$ cat config.mk
export PLATFORM = sky130hd
export DESIGN_NAME = index_mask_builder_flat
export DESIGN_NICKNAME = d
export VERILOG_FILES = /design/src/rtl/index_mask_builder_pkg.sv /design/src/rtl/index_mask_builder_if.sv /design/src/rtl/index_mask_builder_index_decoder.sv /design/src/rtl/index_mask_builder.sv /design/src/flat_wrapper.sv
export SDC_FILE = /design/constraint.sdc
export NUM_CORES = 1
export LEC_CHECK = 0
export ABC_CLOCK_PERIOD_IN_PS = 5000
export BUFFER_PORTS_ARGS = -buffer_cell sky130_fd_sc_hd__buf_2
export CAP_MARGIN = 10
export CORE_MARGIN = 2
export CORE_UTILIZATION = 45
export CTS_CLUSTER_SIZE = 30
export DETAILED_ROUTE_END_ITERATION = 10
export GPL_ROUTABILITY_DRIVEN = 0
export PLACE_DENSITY = 0.71
export SYNTH_ARGS = -nofsm -noshare
export SYNTH_HDL_FRONTEND = slang
export SYNTH_HIERARCHICAL = 1
export SYNTH_SLANG_ARGS = --single-unit
$ cat constraint.sdc
create_clock -name clk_i -period 5 [get_ports clk_i]
set_input_delay 1 -clock clk_i [delete_from_list [all_inputs] [get_ports clk_i]]
set_output_delay 1 -clock clk_i [all_outputs]
set_load 0.05 [all_outputs]
$ cat src/rtl/index_mask_builder_pkg.sv
// Shared sizing helpers and state encoding for the index-to-mask builder.
// Index and count widths match the ones the zero counter uses.
package index_mask_builder_pkg;

    typedef enum logic {
        IMB_IDLE,
        IMB_BUILD
    } imb_state_e;

    function automatic int idx_width(input int width);
        return (width > 1) ? $clog2(width) : 1;
    endfunction

    function automatic int cnt_width(input int width);
        return $clog2(width + 1);
    endfunction

endpackage

$ cat src/rtl/index_mask_builder_if.sv
// Index-beat input channel and mask-result output channel, both valid/ready.
// The master drives index beats and consumes results; the slave is the builder.
interface index_mask_builder_if #(
    parameter int WIDTH = 32
);
    import index_mask_builder_pkg::*;

    localparam int IDX_W = idx_width(WIDTH);
    localparam int CNT_W = cnt_width(WIDTH);

    logic             idx_valid_i;
    logic             idx_ready_o;
    logic [IDX_W-1:0] idx_i;
    logic             idx_empty_i;
    logic             idx_last_i;
    logic             mask_valid_o;
    logic             mask_ready_i;
    logic [WIDTH-1:0] mask_o;
    logic [CNT_W-1:0] mask_cnt_o;
    logic             mask_dup_o;
    logic             mask_oob_o;

    modport master (
        output idx_valid_i, idx_i, idx_empty_i, idx_last_i, mask_ready_i,
        input  idx_ready_o, mask_valid_o, mask_o, mask_cnt_o, mask_dup_o, mask_oob_o
    );

    modport slave (
        input  idx_valid_i, idx_i, idx_empty_i, idx_last_i, mask_ready_i,
        output idx_ready_o, mask_valid_o, mask_o, mask_cnt_o, mask_dup_o, mask_oob_o
    );

endinterface

$ cat src/rtl/index_mask_builder_index_decoder.sv
// Combinational index-to-one-hot decoder with optional MSB-first numbering.
// Out-of-range indices raise oob and produce an all-zero vector.
module index_decoder
    import index_mask_builder_pkg::*;
#(
    parameter int WIDTH = 32,
    parameter bit MODE  = 1'b0,
    parameter int IDX_W = idx_width(WIDTH)
) (
    input  logic [IDX_W-1:0] idx,
    input  logic             en,
    output logic [WIDTH-1:0] onehot,
    output logic             oob
);

    int pos;

    always_comb begin
        pos    = MODE ? (WIDTH - 1 - int'(idx)) : int'(idx);
        oob    = en && (int'(idx) >= WIDTH);
        onehot = '0;
        for (int b = 0; b < WIDTH; b++) begin
            onehot[b] = en && !oob && (b == pos);
        end
    end

endmodule

$ cat src/rtl/index_mask_builder.sv
// Accumulates a stream of bit indices into a mask and emits it, with a
// distinct-bit count and sticky dup/oob flags, on the beat flagged last.
module index_mask_builder
    import index_mask_builder_pkg::*;
#(
    parameter int WIDTH = 32,
    parameter bit MODE  = 1'b0
) (
    input logic                 clk_i,
    input logic                 rst_ni,
    index_mask_builder_if.slave bus
);

    localparam int IDX_W = idx_width(WIDTH);
    localparam int CNT_W = cnt_width(WIDTH);

    imb_state_e       state_q, state_d;
    logic [WIDTH-1:0] acc_q, acc_d, hit;
    logic [CNT_W-1:0] cnt_q, cnt_d;
    logic             dup_q, dup_d, oob_q, oob_d;
    logic             hit_oob, hit_dup, accept, emit;

    logic [WIDTH-1:0] mask_q;
    logic [CNT_W-1:0] mask_cnt_q;
    logic             mask_dup_q, mask_oob_q, mask_valid_q;

    index_decoder #(
        .WIDTH (WIDTH),
        .MODE  (MODE),
        .IDX_W (IDX_W)
    ) u_index_decoder (
        .idx    (bus.idx_i),
        .en     (~bus.idx_empty_i),
        .onehot (hit),
        .oob    (hit_oob)
    );

    // Ready looks only at the output register, so a full, stalled output freezes intake.
    assign bus.idx_ready_o = ~mask_valid_q | bus.mask_ready_i;
    assign accept          = bus.idx_valid_i & bus.idx_ready_o;
    assign emit            = accept & bus.idx_last_i;
    assign hit_dup         = |(acc_q & hit);

    always_comb begin
        state_d = state_q;
        acc_d   = acc_q;
        cnt_d   = cnt_q;
        dup_d   = dup_q;
        oob_d   = oob_q;
        if (accept) begin
            acc_d   = acc_q | hit;
            dup_d   = dup_q | hit_dup;
            oob_d   = oob_q | hit_oob;
            state_d = bus.idx_last_i ? IMB_IDLE : IMB_BUILD;
            if ((|hit) && !hit_dup) begin
                cnt_d = cnt_q + CNT_W'(1);
            end
        end
    end

    always_ff @(posedge clk_i or negedge rst_ni) begin
        if (!rst_ni) begin
            state_q <= IMB_IDLE;
        end else begin
            state_q <= state_d;
        end
    end

    // The last beat hands the updated accumulator to the output register and clears it.
    always_ff @(posedge clk_i or negedge rst_ni) begin
        if (!rst_ni) begin
            acc_q <= '0;
            cnt_q <= '0;
            dup_q <= 1'b0;
            oob_q <= 1'b0;
        end else if (emit) begin
            acc_q <= '0;
            cnt_q <= '0;
            dup_q <= 1'b0;
            oob_q <= 1'b0;
        end else begin
            acc_q <= acc_d;
            cnt_q <= cnt_d;
            dup_q <= dup_d;
            oob_q <= oob_d;
        end
    end

    always_ff @(posedge clk_i or negedge rst_ni) begin
        if (!rst_ni) begin
            mask_valid_q <= 1'b0;
            mask_q       <= '0;
            mask_cnt_q   <= '0;
            mask_dup_q   <= 1'b0;
            mask_oob_q   <= 1'b0;
        end else if (emit) begin
            mask_valid_q <= 1'b1;
            mask_q       <= acc_d;
            mask_cnt_q   <= cnt_d;
            mask_dup_q   <= dup_d;
            mask_oob_q   <= oob_d;
        end else if (bus.mask_ready_i) begin
            mask_valid_q <= 1'b0;
        end
    end

    assign bus.mask_valid_o = mask_valid_q;
    assign bus.mask_o       = mask_q;
    assign bus.mask_cnt_o   = mask_cnt_q;
    assign bus.mask_dup_o   = mask_dup_q;
    assign bus.mask_oob_o   = mask_oob_q;

endmodule

$ cat src/flat_wrapper.sv
// flat-port wrapper written by rule: the top's interface ports become plain ports
module index_mask_builder_flat import index_mask_builder_pkg::*;
#(
    parameter int WIDTH = 32,
    parameter bit MODE  = 1'b0
)
  (clk_i, rst_ni, bus_idx_valid_i, bus_idx_i, bus_idx_empty_i, bus_idx_last_i, bus_mask_ready_i, bus_idx_ready_o, bus_mask_valid_o, bus_mask_o, bus_mask_cnt_o, bus_mask_dup_o, bus_mask_oob_o);
  index_mask_builder_if #(.WIDTH(WIDTH)) bus_i ();
  input logic clk_i;
  input logic rst_ni;
  input wire logic [$bits(bus_i.idx_valid_i)-1:0] bus_idx_valid_i;
  input wire logic [$bits(bus_i.idx_i)-1:0] bus_idx_i;
  input wire logic [$bits(bus_i.idx_empty_i)-1:0] bus_idx_empty_i;
  input wire logic [$bits(bus_i.idx_last_i)-1:0] bus_idx_last_i;
  input wire logic [$bits(bus_i.mask_ready_i)-1:0] bus_mask_ready_i;
  output wire logic [$bits(bus_i.idx_ready_o)-1:0] bus_idx_ready_o;
  output wire logic [$bits(bus_i.mask_valid_o)-1:0] bus_mask_valid_o;
  output wire logic [$bits(bus_i.mask_o)-1:0] bus_mask_o;
  output wire logic [$bits(bus_i.mask_cnt_o)-1:0] bus_mask_cnt_o;
  output wire logic [$bits(bus_i.mask_dup_o)-1:0] bus_mask_dup_o;
  output wire logic [$bits(bus_i.mask_oob_o)-1:0] bus_mask_oob_o;
  assign bus_i.idx_valid_i = bus_idx_valid_i;
  assign bus_i.idx_i = bus_idx_i;
  assign bus_i.idx_empty_i = bus_idx_empty_i;
  assign bus_i.idx_last_i = bus_idx_last_i;
  assign bus_i.mask_ready_i = bus_mask_ready_i;
  assign bus_idx_ready_o = bus_i.idx_ready_o;
  assign bus_mask_valid_o = bus_i.mask_valid_o;
  assign bus_mask_o = bus_i.mask_o;
  assign bus_mask_cnt_o = bus_i.mask_cnt_o;
  assign bus_mask_dup_o = bus_i.mask_dup_o;
  assign bus_mask_oob_o = bus_i.mask_oob_o;
  index_mask_builder #(.WIDTH(WIDTH), .MODE(MODE)) u_core (.clk_i(clk_i), .rst_ni(rst_ni), .bus(bus_i));
endmodule
==> results by group, run 1 <==
Worst hold path
  • Hold path depth: 2
  • Worst hold start: u_core/bus.mask_o[14]$_DFFE_PN0P_
  • Hold Crit Class: flop to flop
  • WHS Endpoint: u_core/bus.mask_o[14]$_DFFE_PN0P_

Finish
  • P&R area growth vs syn: 15.2%
  • Highest-count cells in the layout ignoring fill and taps: dfrtp_1, nand2_1, nor2_1
  • Final nets: 477
  • Layout cells sized above 1: 16.4%
  • Commonest non-fill, non-tap cell in the layout: dfrtp_1
  • # diodes: 0

Clock network
  • Clk sinks: 81
  • CTS Buf Count: 9
  • H-tree Lvls: 3
  • CTS Hold Bufs: 0
  • PostCTS Resize Cnt: 0
  • Clock latency on the worst-skew pair: 0.35 ns
  • CTS tree: done
  • CTS Root Cell: clkbuf_8
  • Setup bufs post-CTS: 0
  • Buffer levels on the longest clock path: 2
  • Worst-path clk slew: 0.08 ns

Worst setup path
  • Critical-path maximum fanout: 21
  • Reg2Reg Depth: 6
  • Slowest stage delay, CP: 0.69 ns
  • Worst reg2reg setup slack: 2.71 ns
  • R2r endpoint: u_core/bus.mask_o[9]$_DFFE_PN0P_
  • Crit path cell chain: buf_2 > nand2b_1 > nor2_1 > a22oi_1 > nand4_1 > or4_4 > or4_1 > a31oi_1
  • Worst EP required: 5.26 ns
  • Crit. Startpoint: bus_idx_i[0]
  • CP max-delay cell: or4_4
  • Critical setup path kind: input port to flop
  • Crit end category: flop
  • Worst EP arrival: 3.38 ns
  • Worst reg2reg path startpoint: u_core/bus.mask_valid_o$_DFFE_PN0P_
  • Worst setup SP type: input port

Global routing
  • Pin count of the biggest net entering global routing: 82
  • Grt total ovfl: 0
  • Total GRT Usage: 21.2%
  • Vias in the first global route: 2914
  • First-pass GRT wire length: 14600 um
  • Antenna violations before repair: 0

Power
  • Pwr Total: 1.64 mW
  • Pwr dens: 384 mW/mm2
  • Leak Pwr: 2.18 nW
  • Worst IR Drop VDD: 0.209 mV

Timing
  • Setup ws final: 1.88 ns
  • Final hold violations: 0
  • RSZ-0062 raised after global routing: no
  • Slew Limit Headroom: 32.6%
  • Clk_skew: 0.00780 ns
  • Slew Limit Fails: 0
  • Slew at the pin with the worst max-slew slack: 1.01 ns
  • Fin crit share: 62.4%
  • Final setup fails: 0
  • Final min period: 3.12 ns
  • Max Clk Rate: 0.321 GHz
  • Fin Setup TNS: 0 ns

Logic synthesis
  • Async SR Flop Fraction: 100%
  • Cell taking the most area after synthesis: dfrtp_1
  • Synth cell types: 33
  • Syn Nets: 433
  • Synthesized cell area: 0.00370 mm2
  • Seq cells post-synth: 81
  • Yosys warns: 6
  • Area share of the largest cell type after synthesis: 54.7%
  • Sequential element share of the synthesized area: 54.7%
  • Cells after Synth: 421
  • Top cells by area, synth: dfrtp_1, nand2_1, nor2_1, o21ai_0, a21oi_1
  • Post-synth EDFFs: 0
  • Post-synth top flop: dfrtp_1
  • Avg Cell Area, Syn: 8.79 um2

Route
  • Routed WL: 8890 um
  • Drt pass-1 iters: 5
  • Via/cell ratio: 5.71
  • Initial drt markers: 396
  • Post-DRT Antenna Nets: 0
  • Number of remaining DRC errors: 0
  • Via Count: 3281
  • Routed length per instance: 15.5 um

Place
  • Place WS: 1.58 ns
  • Hpwl dp: 6250 um
  • # port buffers: 52

Floorplan
  • Die Y-Extent: 94.7 um
  • Placeable Area: 0.00809 mm2
  • Starting Density: 45.7%
  • Full die area: 0.00897 mm2
  • Die W: 94.7 um
  • Top Ports: 53
  • Rows: 33

Run status
  • Status: finished, final reports clean

Job
  • Max-Cap Viols: 0
metrics by stage:
step / hold slack, ns / cells / util, % / instance area [um2]
final: 0.464 / 575 / 52.7 / 4270
after global routing: 0.494 / 575 / 52.7 / 4270
after CTS: 0.470 / 575 / 52.7 / 4270
after detailed placement: 0.451 / 559 / 49.9 / 4040
after global placement: 0.445 / 559 / 49.9 / 4040
after floorplan: 0.457 / 421 / - / 3700
worst max path at each step:
stage / slack, ns / depth (start not counted) / end
2_1_floorplan: 1.91 / 9 / u_core/bus.mask_cnt_o[2]$_DFFE_PN0P_
3_3_place_gp: 1.63 / 9 / u_core/bus.mask_cnt_o[4]$_DFFE_PN0P_
3_5_place_dp: 1.58 / 8 / u_core/bus.mask_cnt_o[3]$_DFFE_PN0P_
4_1_cts: 1.93 / 8 / u_core/bus.mask_cnt_o[3]$_DFFE_PN0P_
5_1_grt: 1.72 / 9 / u_core/cnt_q[1]$_DFF_PN0_
6_report: 1.88 / 8 / u_core/bus.mask_cnt_o[3]$_DFFE_PN0P_
cell families after synthesis:
kind of cell               count (synthesis)  synth area share [%]
AOI/OAI and AO/OA                        104                  16.5
adders and majority gates                  1                 0.338
buffers and inverters                     26                  2.94
DFF                                       81                  54.7
other                                      1                 0.101
and+or+nand+nor                          208                  25.4
where the power goes:
group	switching, mW	leakage, nW	internal [mW]	total, mW
sequential	0.0548	1.10	0.716	0.771
clock	0.232	0.117	0.310	0.542
combinational	0.241	0.963	0.0840	0.325
layer usage:
| metal | share of wire (%) | global-route usage (%) | wire, um |
|---|---|---|---|
| met5 | 0 | 0 | 0 |
| met4 | 1.9 | 5.68 | 172 |
| met3 | 6.4 | 5.03 | 570 |
| met2 | 45 | 31.0 | 3990 |
| met1 | 47 | 31.5 | 4160 |
sequential cells by signal (all words and copies together), names as in the netlist:
| signal | cells |
|---|---|
| u_core/bus.mask_cnt_o | 6 |
| u_core/oob_q | 1 |
| u_core/cnt_q | 6 |
| u_core/dup_q | 1 |
| u_core/bus.mask_dup_o | 1 |
| u_core/bus.mask_o | 32 |
| u_core/acc_q | 32 |
| u_core/bus.mask_valid_o | 1 |
| u_core/bus.mask_oob_o | 1 |
worst max-delay path, delay by kind of cell:
kind / cells / cell delay [ns]
buffers and inverters: 1 / 0.10
AO/OA/AOI/OAI: 2 / 0.42
AND/OR/NAND/NOR: 5 / 1.86
area by class of cell:
type / count / area (um2)
clock buffer: 12 / 155
inverter: 3 / 11.3
sequential: 81 / 2030
fill: 808 / 3830
multi-input combinational: 314 / 1570
tap: 105 / 131
timing repair buffer: 56 / 293
clock inverter: 4 / 73.8
cell usage after synthesis, drive strengths merged, types with 6 or more instances:
library cell and n:
nand3 11, clkbuf 21, nor2 74, a31oi 6
nand2 78, a21oi 34, o21ai 36, or4 6
nor4 9, a22oi 16, dfrtp 81, nand4 8
Note: power is estimated with default switching activity, not from simulation.
==> inputs of run 2 (changes only) <==
- ABC_CLOCK_PERIOD_IN_PS: 5000 -> 3250
- clock period: 5 -> 3.25 ns (I/O delays scaled with it)
==> run 2 against run 1 <==
Core utilization about the same. Hold slack got worse by 0.0091 ns. First-iteration DRC count decreased by 6.1%. Critical path depth unchanged. Worst setup slack got worse by 1.4 ns. Flip-flop and latch count unchanged. Global-route usage about the same. Register-to-register slack got worse by 1.8 ns. Sequential share of layout area about the same. Via count about the same. Count of clock-buffer cells in the layout decreased by 1. Die area unchanged. Critical endpoint is now u_core/cnt_q[4]$_DFF_PN0_.
==> results by group, run 2 (synthesis gave the netlist of run 1 again) <==
Run status
  • Status: finished, final reports clean

Clock network
  • H-tree Lvls: 3
  • PostCTS Resize Cnt: 0
  • CTS Root Cell: clkbuf_8
  • CTS Buf Count: 9
  • CTS tree: done
  • Setup bufs post-CTS: 0
  • Buffer levels on the longest clock path: 2
  • Clock latency on the worst-skew pair: 0.35 ns
  • Worst-path clk slew: 0.08 ns
  • Clk sinks: 81
  • CTS Hold Bufs: 0

Power
  • Comb power frac: 20.5%
  • Worst IR Drop VDD: 0.207 mV
  • Switching pwr: 0.825 mW
  • Sw Share: 33.1%
  • Part of the power in the clock network: 31.8%
  • Pwr Total: 2.49 mW
  • Sequential share of power: 47.7%
  • Cell Int Power: 1.67 mW
  • Leak Pwr: 2.17 nW
  • Pwr dens: 584 mW/mm2

Worst hold path
  • Hold Crit Class: input port to asynchronous set/reset pin

Timing
  • Slew Limit Headroom: 30.4%
  • Final hold violations: 0
  • Final min period: 2.81 ns
  • Fin crit share: 86.5%
  • Slew at the pin with the worst max-slew slack: 1.04 ns
  • Slew Limit Fails: 0
  • Setup ws final: 0.440 ns
  • RSZ-0062 raised after global routing: no
  • Max Clk Rate: 0.356 GHz
  • Final setup fails: 0
  • Fin Setup TNS: 0 ns
  • Clk_skew: 0.00571 ns
  • Hold Slack: 0.455 ns

Worst setup path
  • Worst setup SP type: input port
  • Crit path cell chain: buf_2 > nand2b_1 > nor2_1 > nor4_1 > nand4_1 > nor2_1 > o311ai_0 > nand3_1
  • WP buf/inv: 1
  • R2r endpoint: u_core/bus.mask_cnt_o[4]$_DFFE_PN0P_
  • Crit end category: flop
  • Worst reg2reg setup slack: 0.96 ns
  • Slowest stage delay, CP: 0.85 ns
  • Reg2Reg Depth: 5
  • Critical-path maximum fanout: 19
  • Worst EP required: 3.54 ns
  • Worst EP arrival: 3.10 ns
  • CP top delay family: simple AND/OR/NAND/NOR gates
  • CP max-delay cell: nor2_1
  • Critical setup path kind: input port to flop
  • Worst reg2reg path startpoint: u_core/acc_q[23]$_DFF_PN0_
  • Most frequent CP cell: nor2_1

Finish
  • Commonest non-fill, non-tap cell in the layout: dfrtp_1
  • Final nets: 478
  • P&R area growth vs syn: 15.3%
  • Highest-count cells in the layout ignoring fill and taps: dfrtp_1, nand2_1, nor2_1
  • Fin cells: 576
  • # diodes: 0
  • Layout fillers: 789
  • Layout cells sized above 1: 16.3%

Floorplan
  • Rows: 33
  • Die W: 94.7 um
  • Die Y-Extent: 94.7 um
  • Placeable Area: 0.00809 mm2
  • Full die area: 0.00897 mm2
  • Top Ports: 53
  • Starting Density: 45.7%

Route
  • Drt pass-1 iters: 6
  • Via Count: 3284
  • Via/cell ratio: 5.70
  • Routed WL: 9030 um
  • Post-DRT Antenna Nets: 0
  • Initial drt markers: 372
  • Number of remaining DRC errors: 0
  • Routed length per instance: 15.7 um

Place
  • DP Cell Count: 560
  • Hpwl dp: 6190 um
  • # port buffers: 52
  • Place WS: 0.180 ns

Global routing
  • Grt total ovfl: 0
  • Antenna violations before repair: 0
  • First-pass GRT wire length: 14600 um
  • Vias in the first global route: 2903
  • Total GRT Usage: 21.2%
  • Pin count of the biggest net entering global routing: 82

Job
  • Max-Cap Viols: 0
[run 2: cell types whose count changed in the layout (fill, tap and decap cells not counted)]
cell and delta:
clkbuf_1 +1, clkinvlp_4 +2, buf_12 +1, clkbuf_8 -2
inv_6 -1
[run 2: worst max-delay path by stage]
stage	startpoint	endpoint	slack, ns	cells past startpoint
floorplan	bus_idx_i[0]	u_core/bus.mask_cnt_o[2]$_DFFE_PN0P_	0.51	9
global placement	bus_idx_i[1]	u_core/cnt_q[1]$_DFF_PN0_	0.25	9
detailed placement	bus_idx_i[1]	u_core/cnt_q[1]$_DFF_PN0_	0.18	8
CTS	bus_idx_i[1]	u_core/cnt_q[1]$_DFF_PN0_	0.56	8
global route	bus_idx_i[1]	u_core/cnt_q[3]$_DFF_PN0_	0.22	8
finish	bus_idx_i[1]	u_core/cnt_q[4]$_DFF_PN0_	0.44	8
[run 2: layout make-up]
class                           count  area [um2]  area share [%]
Tap cell                          105         131            3.08
Clock inverter                      5        80.1            1.88
Timing Repair Buffer               57         313            7.33
Multi-Input combinational cell    314        1570            36.9
Inverter                            3        11.3           0.264
Clock buffer                       11         131            3.08
Sequential cell                    81        2030            47.5
[run 2: worst reg2reg max path, stage by stage (launching register included)]
cell and delay, ns:
dfrtp_1 0.42, a22oi_1 0.20, nand4_1 0.15, or4_4 0.69
or4_1 0.55, a31oi_1 0.19
[run 2: metal layers]
metal | routed length (um) | track usage [%]
met3 | 578 | 4.15
met4 | 159 | 7.97
met1 | 4180 | 31.4
met2 | 4110 | 30.6
met5 | 0 | 0
[run 2: metrics by stage]
step	area, um2	util [%]
final	4270	52.7
after CTS	4270	52.7
after floorplan	3700	-
after global placement	4060	50.1
after global routing	4270	52.7
after detailed placement	4060	50.1
[run 2: power groups by stage]
stage | combinational (mW) | sequential, mW | clock [mW]
6_report | 0.511 | 1.19 | 0.792
2_1_floorplan | 0.197 | 1.36 | 0
4_1_cts | 0.509 | 1.19 | 0.813
3_3_place_gp | 0.498 | 1.20 | 0
5_1_grt | 0.550 | 1.20 | 0.857
3_5_place_dp | 0.508 | 1.21 | 0
==> inputs of run 3 (changes only) <==
- ABC_CLOCK_PERIOD_IN_PS: 3250 -> 3050
- CORE_ASPECT_RATIO: default -> 1.75
- clock period: 3.25 -> 3.05 ns (I/O delays scaled with it)
==> run 3 against run 2 <==
Count of clock-buffer cells in the layout shrank 1. Non-clock buffer count grew 6. Power grew 17%. Clock power grew 40%. Routed wire length grew 1.5%. Sequential share of layout area shrank 1.2 points. Global-route usage grew 0.59 points. Critical path depth is the same. Final cell count shrank 1.9%. Clock skew is essentially flat. Die area grew 0.32%.
==> results by group, run 3 (synthesis gave the netlist of run 1 again) <==
Worst setup path
  • Crit path cell chain: buf_2 > nand2b_1 > nor2_1 > a22oi_1 > nand4_1 > or4_4 > or4_1 > a31oi_1
  • Worst setup SP type: input port
  • CP max-delay cell: or4_4
  • Worst EP arrival: 2.95 ns
  • Critical-path maximum fanout: 21
  • Worst EP required: 3.31 ns
  • Worst reg2reg path startpoint: u_core/acc_q[20]$_DFF_PN0_
  • Crit. Startpoint: bus_idx_i[1]
  • Critical setup path kind: input port to flop
  • Crit end category: flop
  • Slowest stage delay, CP: 0.66 ns

Global routing
  • Grt total ovfl: 0
  • Pin count of the biggest net entering global routing: 82
  • First-pass GRT wire length: 14800 um
  • Vias in the first global route: 3069
  • Total GRT Usage: 21.7%
  • Antenna violations before repair: 0

Floorplan
  • Top Ports: 53
  • Full die area: 0.00900 mm2
  • Rows: 43
  • Die W: 72.6 um
  • Die Y-Extent: 124 um
  • Placeable Area: 0.00796 mm2
  • Starting Density: 46.5%

Clock network
  • Clock latency on the worst-skew pair: 0.34 ns
  • PostCTS Resize Cnt: 0
  • Buffer levels on the longest clock path: 2
  • Worst-path clk slew: 0.06 ns
  • CTS tree: done
  • CTS Root Cell: clkbuf_16
  • Setup bufs post-CTS: 0
  • Clk sinks: 81
  • CTS Hold Bufs: 0
  • CTS Buf Count: 9
  • H-tree Lvls: 3

Job
  • Max-Cap Viols: 0

Timing
  • Fin crit share: 88.1%
  • Clk_skew: 0.00584 ns
  • Slew Limit Fails: 0
  • Max Clk Rate: 0.372 GHz
  • Final setup fails: 0
  • Setup ws final: 0.363 ns
  • RSZ-0062 raised after global routing: no
  • Final min period: 2.69 ns
  • Slew Limit Headroom: 34.2%
  • Slew at the pin with the worst max-slew slack: 0.988 ns
  • Fin Setup TNS: 0 ns
  • Final hold violations: 0

Power
  • Cell Int Power: 2.02 mW
  • Part of the power in the clock network: 38.1%
  • Pwr dens: 663 mW/mm2
  • Switching pwr: 0.885 mW
  • Sw Share: 30.4%
  • Worst IR Drop VDD: 0.367 mV
  • Leak Pwr: 2.25 nW
  • Comb power frac: 18.4%
  • Sequential share of power: 43.5%

Route
  • Drt pass-1 iters: 5
  • Number of remaining DRC errors: 0
  • Via/cell ratio: 5.80
  • Initial drt markers: 300
  • Post-DRT Antenna Nets: 0
  • Via Count: 3276
  • Routed WL: 9160 um
  • Routed length per instance: 16.2 um

Run status
  • Status: finished, final reports clean

Finish
  • P&R area growth vs syn: 18.4%
  • Final nets: 484
  • Highest-count cells in the layout ignoring fill and taps: dfrtp_1, nand2_1, nor2_1
  • Footprint of the multi-input gates: 0.00157 mm2
  • Commonest non-fill, non-tap cell in the layout: dfrtp_1
  • Reg area: 0.00203 mm2
  • # diodes: 0
  • Layout cells sized above 1: 17.3%
  • Layout fillers: 758

Place
  • Place WS: 0.0283 ns
  • Hpwl dp: 6650 um
  • # port buffers: 52

Worst hold path
  • Hold Crit Class: input port to asynchronous set/reset pin
-- run 3: power groups by stage --
stage	Combinational (mW)	Clock, mW	Sequential [mW]
2_1_floorplan	0.210	0	1.45
3_3_place_gp	0.529	0	1.28
3_5_place_dp	0.539	0	1.28
4_1_cts	0.540	1.13	1.26
5_1_grt	0.586	1.17	1.28
6_report	0.536	1.11	1.26
-- run 3: metrics by stage --
stage               util (%)  power, mW  instance area [um2]  std cells  hold WS (ns)
floorplan                  -       1.66                 3700        421         0.314
CTS                     55.0       2.93                 4380        565         0.465
detailed placement      51.3       1.82                 4080        551         0.452
global route            55.0       3.03                 4380        565         0.489
finish                  55.0       2.91                 4380        565         0.427
global placement        51.3       1.81                 4080        551         0.445
-- run 3: worst max-delay path, delay by kind of cell --
family          cells  cell delay (ns)
buf+inv             1             0.10
simple gates        5             1.80
compound gates      2             0.42
-- run 3: metal layers --
layer / GRT usage, % / up-vias / part of all wire [%]
met5: 0 / - / 0
met4: 13.0 / 0 / 4.2
met3: 3.80 / 37 / 4.6
met2: 36.9 / 126 / 52
met1: 25.3 / 1537 / 39
li1: - / 1576 / -
-- run 3: final cells by class --
| class | count | share of cell area [%] |
|---|---|---|
| clock inverter | 4 | 1.60 |
| sequential | 81 | 46.3 |
| inverter | 3 | 0.257 |
| multi-input combinational | 314 | 35.9 |
| clock buffer | 10 | 5.23 |
| timing repair buffer | 63 | 8.17 |
| tap | 90 | 2.57 |
-- run 3: worst paths after layout --
kind                                                        end  slack (ns)  depth (start not counted)
max                        u_core/bus.mask_cnt_o[3]$_DFFE_PN0P_        0.36                          8
min                           u_core/bus.mask_dup_o$_DFFE_PN0P_        0.43                          1
max reg2reg                u_core/bus.mask_cnt_o[3]$_DFFE_PN0P_        0.80                          5
min reg2reg                   u_core/bus.mask_o[25]$_DFFE_PN0P_        0.46                          2
max in group asynchronous      u_core/bus.mask_o[5]$_DFFE_PN0P_        1.98                          1
min in group clk_i            u_core/bus.mask_o[25]$_DFFE_PN0P_        0.46                          2
